File: src/rtl/cmd_pkg.sv
// Shared definitions for the command dispatcher: field widths, opcodes,
// target selects, status codes and FSM state encoding.
package cmd_pkg;

    // Default field widths of a command / readback word
    localparam int DEF_OPC_W  = 5;
    localparam int DEF_SEL_W  = 2;
    localparam int DEF_ADDR_W = 5;
    localparam int DEF_DATA_W = 16;
    localparam int DEF_STAT_W = 4;
    localparam int DEF_CMD_W  = DEF_OPC_W + DEF_SEL_W + DEF_ADDR_W + DEF_DATA_W + DEF_STAT_W;

    // Field LSB offsets for the default layout (opcode is the MSB field)
    localparam int DEF_STAT_LSB = 0;
    localparam int DEF_DATA_LSB = DEF_STAT_LSB + DEF_STAT_W;
    localparam int DEF_ADDR_LSB = DEF_DATA_LSB + DEF_DATA_W;
    localparam int DEF_SEL_LSB  = DEF_ADDR_LSB + DEF_ADDR_W;
    localparam int DEF_OPC_LSB  = DEF_SEL_LSB + DEF_SEL_W;

    // Opcodes; RAM opcodes are reserved and rejected by this engine
    localparam int OPC_NOOP      = 0;
    localparam int OPC_WRITE_REG = 1;
    localparam int OPC_READ_REG  = 2;
    localparam int OPC_WRITE_RAM = 3;
    localparam int OPC_READ_RAM  = 4;

    // Target selects
    localparam int SEL_INT = 0;
    localparam int SEL_DAC = 1;
    localparam int SEL_ADC = 2;

    // Status codes carried in the low bits of a readback word
    localparam int ST_OK      = 0;
    localparam int ST_TIMEOUT = 1;
    localparam int ST_BAD_SEL = 2;
    localparam int ST_BAD_OPC = 3;

    typedef enum logic [2:0] {
        S_IDLE,
        S_FETCH,
        S_DECODE,
        S_ISSUE,
        S_RESPOND
    } state_e;

    // Error counter increment that sticks at all-ones
    function automatic logic [15:0] sat_inc16(input logic [15:0] v);
        return (v == 16'hFFFF) ? v : v + 16'd1;
    endfunction

endpackage

File: src/rtl/cmd_timeout.sv
// Per-transaction ack timeout counter: cleared on load, advanced on count,
// expire flags the count step that reaches TIMEOUT.
module cmd_timeout #(
    parameter int TIMEOUT = 1023
) (
    input  logic sys_clk,
    input  logic reset,
    input  logic load,
    input  logic count,
    output logic expire
);
    localparam int CNT_W = $clog2(TIMEOUT + 1);

    logic [CNT_W-1:0] cnt;

    // Counter: clear at the start of a transaction, +1 per un-acked cycle
    always_ff @(posedge sys_clk or posedge reset) begin
        if (reset)      cnt <= '0;
        else if (load)  cnt <= '0;
        else if (count) cnt <= cnt + 1'b1;
    end

    assign expire = count && (cnt == CNT_W'(TIMEOUT - 1));

endmodule

File: src/rtl/cmd_dispatcher.sv
// Command engine: pops command words, decodes them, runs one req/ack register
// transaction on the selected target and reports reads/errors to the readback FIFO.
module cmd_dispatcher
    import cmd_pkg::*;
#(
    parameter int OPC_W   = DEF_OPC_W,
    parameter int SEL_W   = DEF_SEL_W,
    parameter int ADDR_W  = DEF_ADDR_W,
    parameter int DATA_W  = DEF_DATA_W,
    parameter int STAT_W  = DEF_STAT_W,
    parameter int CMD_W   = OPC_W + SEL_W + ADDR_W + DATA_W + STAT_W,
    parameter int NUM_TGT = 3,
    parameter int TIMEOUT = 1023
) (
    input  logic                      sys_clk,
    input  logic                      reset,
    input  logic [CMD_W-1:0]          cmd_data,
    input  logic                      cmd_empty,
    output logic                      cmd_rd,
    output logic [CMD_W-1:0]          rb_data,
    input  logic                      rb_full,
    output logic                      rb_wr,
    output logic [NUM_TGT-1:0]        tgt_req,
    output logic                      tgt_we,
    output logic [ADDR_W-1:0]         tgt_addr,
    output logic [DATA_W-1:0]         tgt_wdata,
    input  logic [NUM_TGT*DATA_W-1:0] tgt_rdata,
    input  logic [NUM_TGT-1:0]        tgt_ack,
    output logic                      busy,
    output logic [15:0]               err_count
);
    localparam int ECHO_W = CMD_W - STAT_W;           // command without status bits
    localparam int HDR_W  = OPC_W + SEL_W + ADDR_W;   // echoed opcode/sel/addr
    localparam int ADDR_LSB = DATA_W;                 // offsets inside cmd_q
    localparam int SEL_LSB  = ADDR_LSB + ADDR_W;
    localparam logic [SEL_W:0] NUM_TGT_V = (SEL_W + 1)'(NUM_TGT);

    state_e              state;
    logic [ECHO_W-1:0]   cmd_q;
    logic [OPC_W-1:0]    opc;
    logic [SEL_W-1:0]    sel;
    logic [ADDR_W-1:0]   addr;
    logic [DATA_W-1:0]   data;
    logic                is_noop, is_wr, is_rd, sel_bad;
    logic [NUM_TGT-1:0]  sel_oh;
    logic [DATA_W-1:0]   rdata_sel;
    logic                ack_hit, tmo_expire;
    logic                unused_stat;

    // Incoming status bits carry no meaning for a command
    assign unused_stat = ^cmd_data[STAT_W-1:0];

    assign opc  = cmd_q[ECHO_W-1 -: OPC_W];
    assign sel  = cmd_q[SEL_LSB +: SEL_W];
    assign addr = cmd_q[ADDR_LSB +: ADDR_W];
    assign data = cmd_q[DATA_W-1:0];

    assign is_noop = (opc == OPC_W'(OPC_NOOP));
    assign is_wr   = (opc == OPC_W'(OPC_WRITE_REG));
    assign is_rd   = (opc == OPC_W'(OPC_READ_REG));
    assign sel_bad = ({1'b0, sel} >= NUM_TGT_V);

    // Decode select to one-hot and pick that target's read data
    always_comb begin
        sel_oh    = '0;
        rdata_sel = '0;
        for (int i = 0; i < NUM_TGT; i++) begin
            sel_oh[i] = (sel == SEL_W'(i));
            if (sel == SEL_W'(i)) rdata_sel = tgt_rdata[i*DATA_W +: DATA_W];
        end
    end

    // Acks from unselected targets never complete a transaction
    assign ack_hit = |(tgt_ack & sel_oh);

    assign cmd_rd  = (state == S_IDLE) && !cmd_empty && !reset;
    assign rb_wr   = (state == S_RESPOND) && !rb_full;
    assign tgt_req = (state == S_ISSUE) ? sel_oh : '0;
    assign busy    = (state != S_IDLE);

    cmd_timeout #(.TIMEOUT(TIMEOUT)) u_tmo (
        .sys_clk (sys_clk),
        .reset   (reset),
        .load    (state == S_DECODE),
        .count   ((state == S_ISSUE) && !ack_hit),
        .expire  (tmo_expire)
    );

    // Main FSM with registered transaction and readback outputs
    always_ff @(posedge sys_clk or posedge reset) begin
        if (reset) begin
            state     <= S_IDLE;
            cmd_q     <= '0;
            tgt_we    <= 1'b0;
            tgt_addr  <= '0;
            tgt_wdata <= '0;
            rb_data   <= '0;
            err_count <= '0;
        end else begin
            case (state)
                S_IDLE: if (!cmd_empty) state <= S_FETCH;
                S_FETCH: begin
                    cmd_q <= cmd_data[CMD_W-1:STAT_W];
                    state <= S_DECODE;
                end
                S_DECODE: begin
                    if (is_noop) begin
                        state <= S_IDLE;
                    end else if (!is_wr && !is_rd) begin
                        rb_data   <= {cmd_q, STAT_W'(ST_BAD_OPC)};
                        err_count <= sat_inc16(err_count);
                        state     <= S_RESPOND;
                    end else if (sel_bad) begin
                        rb_data   <= {cmd_q, STAT_W'(ST_BAD_SEL)};
                        err_count <= sat_inc16(err_count);
                        state     <= S_RESPOND;
                    end else begin
                        tgt_we    <= is_wr;
                        tgt_addr  <= addr;
                        tgt_wdata <= data;
                        state     <= S_ISSUE;
                    end
                end
                S_ISSUE: begin
                    if (ack_hit) begin
                        if (tgt_we) begin
                            state <= S_IDLE;
                        end else begin
                            rb_data <= {cmd_q[ECHO_W-1 -: HDR_W], rdata_sel, STAT_W'(ST_OK)};
                            state   <= S_RESPOND;
                        end
                    end else if (tmo_expire) begin
                        rb_data   <= {cmd_q, STAT_W'(ST_TIMEOUT)};
                        err_count <= sat_inc16(err_count);
                        state     <= S_RESPOND;
                    end
                end
                S_RESPOND: if (!rb_full) state <= S_IDLE;
                default: state <= S_IDLE;
            endcase
        end
    end

endmodule

File: config.mk
export PLATFORM = sky130hd
export DESIGN_NAME = cmd_dispatcher
export DESIGN_NICKNAME = d
export VERILOG_FILES = /design/src/rtl/cmd_pkg.sv /design/src/rtl/cmd_timeout.sv /design/src/rtl/cmd_dispatcher.sv
export SDC_FILE = /design/constraint.sdc
export NUM_CORES = 1
export LEC_CHECK = 0
export CORE_AREA = 2 2 124 114
export DETAILED_ROUTE_END_ITERATION = 12
export DIE_AREA = 0 0 126 116
export PLACE_DENSITY = 0.77
export SLEW_MARGIN = 20
export SYNTH_ARGS = -nofsm -noshare
export SYNTH_HDL_FRONTEND = slang
export SYNTH_SLANG_ARGS = --single-unit
File: constraint.sdc
create_clock -name sys_clk -period 4.6 [get_ports sys_clk]
set_input_delay 0.92 -clock sys_clk [delete_from_list [all_inputs] [get_ports sys_clk]]
set_output_delay 0.92 -clock sys_clk [all_outputs]
set_load 0.02 [all_outputs]
==> impl_metrics.ini, run 1 <==
[run_status]
status = finished, final reports clean

[sta]
period_share_pct = 68.7
worst_pin_slew_ps = 1030
maxSlewHeadroom_pct = 31.2
hold_slack_ps = 494
fmax_ghz = 0.316
finalClockSkew_ps = 5.70
hold_viol = 0
setup_viol = 0
fin_crit_ps = 3160
setup_tns_ps = 0
worst_slack_ps = 1440
grt_setup_unrepaired = no
drv_slew = 0

[clock_network]
cts_buffers = 9
cts_tree = done
cts_buffer_depth = 2
cts-root-buf = clkbuf_16
ctsHoldBuffers = 0
insertion_delay_ps = 350
ctsResizeCount = 0
clkTransAtPathRegs_ps = 70
cts_max_level = 3
cts.sinks = 109
postCtsSetupBuffers = 0

[detailed_routing]
routed.top_layer = met4
antenna_left = 0
drtIter0Drc = 165
dr_total_vias = 3795
drt_wl_total_mm = 12.5
drc_errors = 0
viasPerCell = 5.08
dr.pass1.iters = 4
wl_met2_mm = 6.26
wl_met1_mm = 5.18
dr_wl_met3_um = 812
routedWlPerCell_um = 16.7

[placed_design]
place_area_um2 = 6950
portBuffers = 156
dp_hpwl_mm = 8.87
dp_slack_ps = 1470
routabilityCongestion = 0.845

[pwr]
power_mw = 4.30
share_comb_of_total_power_pct = 43.6
p_per_area_nw_per_um2 = 593
netSwitchingFraction_pct = 35.3
p_leak_nw = 3.09
power_frac_seq_pct = 37.6
power_switching_mw = 1.52
peakVddDrop_mv = 0.295
p_int_mw = 2.79
clockPowerShare_pct = 18.8

[layout]
mostFrequentLayoutCell = clkdlybuf4s50_1
n_fill_cell = 1150
fin_nets = 664
final_cell_mix = clkdlybuf4s50_1 (156), dfrtp_1 (109), mux2_2 (78)
multi_input_area_um2 = 2370
seq_area_um2 = 2730
drive_gt1_share_pct = 21.2
antenna_cells = 0
fin_area_um2 = 7260
syn_to_final_growth_pct = 38.0

[yosys]
syn_inst = 420
avgSynthCellArea_um2 = 12.5
synth-async-reset-ratio_pct = 100
synth_area_um2 = 5260
ys_ff_latch = 109
synth_cell_types = 56
synth_edf_count = 0
yosysSeqAreaShare_pct = 51.8
synth_ff_type = dfrtp_1
yosysWarnings = 0

[die]
die_area_um2 = 14600
start_util_pct = 39.8
io-pin-count = 163
core_area_um2 = 13200
rows = 40
dieHeight_um = 116
die_width_um = 126

[critical_path]
cp.arrival_ps = 2240
worst_setup_path_start_kind = input pin
crit_fanout = 2
worstSetupEndpointType = primary output
path_class = in -> out
cp_data_required_time_ps = 3680
rrSetupSlack_ps = 1950

[global_routing]
grt_pass1_wl_mm = 20.2
grt_pass1_vias = 4024
gr-total-overflow = 0
track_usage_pct = 17.5
grt_max_degree = 87
antenna_found_initial = 0

[worst_hold_path]
hp-class = reg -> reg

[run]
max-cap-violations = 0
[kinds of logic after synthesis]
logic type,count (synthesis),share of synthesized area [%]
AOI/OAI and AO/OA,40,5.71
DFF,109,51.8
other,1,0.0712
muxes,116,24.7
buffers and inverters,28,3.35
and+or+nand+nor,104,10.5
xor gates and xnor gates,19,3.16
adders and majority gates,3,0.713
[stage by stage]
| stage | std cells | util [%] |
|---|---|---|
| 5_1_grt | 747 | 55.0 |
| 6_report | 747 | 55.0 |
| 3_3_place_gp | 731 | 52.6 |
| 2_1_floorplan | 421 | - |
| 4_1_cts | 747 | 55.0 |
| 3_5_place_dp | 731 | 52.6 |
[per-layer routing]
layer	GRT usage (%)	vias to the layer above
met3	6.69	15
li1	-	1793
met5	0	-
met1	20.6	1874
met4	5.57	0
met2	29.7	113
[final cells by class]
type | instances | share of cell area [%]
clock buffer | 14 | 3.77
timing repair buffer | 163 | 22.2
multi-input combinational | 284 | 32.6
clock inverter | 2 | 0.534
tap | 168 | 2.89
sequential | 109 | 37.5
inverter | 7 | 0.431
[final timing paths]
path / from / to / depth (start not counted)
setup / recovery: reset / cmd_rd / 3
hold / removal: err_count[8] / err_count[8] / 1
setup reg to reg: cmd_q[22] / rb_data[19] / 5
hold reg to reg: err_count[8] / err_count[8] / 1
max in group asynchronous: reset / tgt_addr[1] / 3
min in group asynchronous: reset / rb_data[24] / 2
[worst max-delay path, cell delays in order]
cell             delay, ps
clkdlybuf4s50_1        480
nor3_1                 210
clkdlybuf4s50_1        630
[cell usage after synthesis, types with 5 or more instances]
cell,n,area [µm²]
nor2_1,14,52.6
inv_1,7,26.3
dfrtp_1,109,2730
nand2_1,31,116
mux2i_1,16,160
xor2_1,12,105
nand3_1,10,50.1
o21ai_0,21,105
buf_6,5,56.3
mux2_2,78,878
xnor2_1,7,61.3
nor3b_1,6,45.0
nor3_1,15,75.1
buf_2,9,45.0
mux2_1,18,203
[power groups by stage]
stage               clock network, mW  logic [mW]  registers [mW]
finish                          0.808        1.88            1.62
global route                    0.880        2.02            1.67
detailed placement                  0        1.89            1.64
CTS                             0.833        1.90            1.62
global placement                    0        1.85            1.61
floorplan                           0       0.986            1.78
[flip-flops by register name, indices dropped and copies added, names as in the netlist]
| name | count |
|---|---|
| err_count | 16 |
| rb_data | 30 |
| u_tmo.cnt | 10 |
| tgt_wdata | 16 |
| state | 3 |
| tgt_we | 1 |
| tgt_addr | 5 |
| cmd_q | 28 |
(Power assumes the default switching activity.)
==> run 2: changes to the inputs <==
- PLACE_DENSITY: 0.77 -> 0.79
- clock period: 4.6 -> 2.6 ns (I/O delays scaled with it)
==> run 2 against run 1 <==
Final area is 0.96% higher. Sequential power increased by 75%. Largest power group unchanged. Clock power rose by 68%. Power grew 77%. Via count rose by 2.1%. Non-clock buffer count rose by 7. Global-route usage up 0.73 points. Sequential share of layout area down 0.34 points. Combinational power is 82% higher. Flip-flop and latch count stayed put.
==> impl_metrics.ini, run 2 (synthesis gave the netlist of run 1 again) <==
[sta]
fmax_ghz = 0.420
period_share_pct = 91.6
fin_crit_ps = 2380
worst_pin_slew_ps = 608
drv_slew = 0
maxSlewHeadroom_pct = 59.5
setup_tns_ps = 0
grt_setup_unrepaired = no
hold_viol = 0
setup_viol = 0
finalClockSkew_ps = 8.81
worst_slack_ps = 219

[critical_path]
worst_setup_path_start_kind = flip-flop
reg2reg_to = rb_data[12]
cp_slowest_stage_delay_ps = 570
critPathLaunch = state[1]
cp_data_required_time_ps = 2080
crit_buf_inv = 1
cp_top_family = buffers and inverters
cp.arrival_ps = 1860
crit_chain = or3_2, clkdlybuf4s50_1
cp.depth = 2
regToRegStartpoint = state[2]
worstSetupEndpointType = primary output
rrSetupSlack_ps = 510
crit_fanout = 7
worstRegToRegCells = 7
path_class = reg -> out
cpMaxStageDelayCell = clkdlybuf4s50_1

[clock_network]
cts.sinks = 109
cts_max_level = 3
cts_tree = done
postCtsSetupBuffers = 0
cts_buffer_depth = 2
clkTransAtPathRegs_ps = 70
insertion_delay_ps = 350
cts-root-buf = clkbuf_16
ctsHoldBuffers = 0
cts_buffers = 9

[run]
max-cap-violations = 0

[layout]
top_register = rb_data
mostFrequentLayoutCell = clkdlybuf4s50_1
final_cells = 753
antenna_cells = 0
final_cell_mix = clkdlybuf4s50_1 (152), dfrtp_1 (108), mux2_2 (78)
largest_reg_flops = 30
fin_nets = 671
drive_gt1_share_pct = 22.6
syn_to_final_growth_pct = 39.3
top_regs = rb_data: 30 flops, cmd_q: 28 flops
n_fill_cell = 1142

[detailed_routing]
drtIter0Drc = 211
routedWlPerCell_um = 17.2
viasPerCell = 5.15
drc_errors = 0
antenna_left = 0
dr.pass1.iters = 4
drt_wl_total_mm = 13.0
dr_total_vias = 3875

[placed_design]
placed_cells_incl_taps = 738
dp_slack_ps = 133
portBuffers = 156
dp_hpwl_mm = 9.30
routabilityCongestion = 0.825

[pwr]
p_per_area_nw_per_um2 = 1040
p_int_mw = 4.88
power_switching_mw = 2.75
share_comb_of_total_power_pct = 44.9
clockPowerShare_pct = 17.9
p_leak_nw = 3.15
power_frac_seq_pct = 37.2
netSwitchingFraction_pct = 36.0
peakVddDrop_mv = 0.479

[global_routing]
grt_max_degree = 110
gr-total-overflow = 0
met2_usage_pct = 33.2
grt_use_met3_pct = 5.63
busiest_layer = met2
antenna_found_initial = 0
track_usage_pct = 18.2
grtUsageMet1_pct = 20.8
grt_pass1_wl_mm = 21.0
grt_pass1_vias = 4134

[die]
io-pin-count = 163
die_width_um = 126
start_util_pct = 39.8
rows = 40
dieHeight_um = 116
die_area_um2 = 14600
core_area_um2 = 13200

[worst_hold_path]
hold_start = err_count[8]
hp-class = reg -> reg
min_path_cells = 1
hold_end = err_count[8]

[run_status]
status = finished, final reports clean
## run 2: changes by cell type in the layout (fill, tap and decap cells not counted), sizes merged, moves of 2 or more
cell           previous run  this run
inv                       8         6
dlygate4sd2               0         2
clkdlybuf4s50           156       152
clkinvlp                  0         5
dlymetal6s2s              0         2
clkbuf                   14         9
buf                       7        14
## run 2: per-layer routing
layer | part of all wire [%] | up-vias
li1 | - | 1797
met5 | 0 | -
met2 | 52 | 131
met3 | 6.5 | 19
met1 | 40 | 1928
met4 | 1.5 | 0
## run 2: worst max path at each step
stage             endpoint  slack, ps
2_1_floorplan       cmd_rd        500
3_3_place_gp   rb_data[18]        150
3_5_place_dp   rb_data[12]        130
4_1_cts         tgt_req[2]          5
5_1_grt              rb_wr        160
6_report              busy        220
## run 2: stage by stage
| step | instance area [µm²] | total power, mW | hold WS [ps] | utilization (%) |
|---|---|---|---|---|
| finish | 7330 | 7.63 | 486 | 55.5 |
| global route | 7330 | 8.07 | 510 | 55.5 |
| CTS | 7330 | 7.72 | 493 | 55.5 |
| detailed placement | 7040 | 6.32 | 480 | 53.3 |
| global placement | 7040 | 6.17 | 471 | 53.3 |
| floorplan | 5270 | 4.90 | 469 | - |
## run 2: worst reg2reg max path, stage by stage (launching register included)
cell and delay [ps]:
dfrtp_1 460, and2b_2 260, nand2_2 90, buf_4 180, a21o_2 220, o21ai_4 180
buf_12 200, mux2_2 370
## run 2: repair_timing
item / 4_1_cts / 5_1_grt
resized for setup: 2 / 3
hold endpoints to repair: 0 / 0
endpoints found under the setup margin: 2 / 2
## run 2: area by class of cell
type,count,area [µm²],area share [%]
clock inverter,6,65.1,0.887
clock buffer,9,225,3.07
tap,168,210,2.87
multi-input combinational,284,2370,32.3
sequential,109,2730,37.2
inverter,7,30.0,0.409
timing repair buffer,170,1710,23.3
## run 2: power by group through the flow
stage | logic (mW) | clock network [mW] | registers [mW]
2_1_floorplan | 1.74 | 0 | 3.15
3_3_place_gp | 3.36 | 0 | 2.81
3_5_place_dp | 3.47 | 0 | 2.86
4_1_cts | 3.48 | 1.40 | 2.84
5_1_grt | 3.67 | 1.47 | 2.93
6_report | 3.43 | 1.36 | 2.84
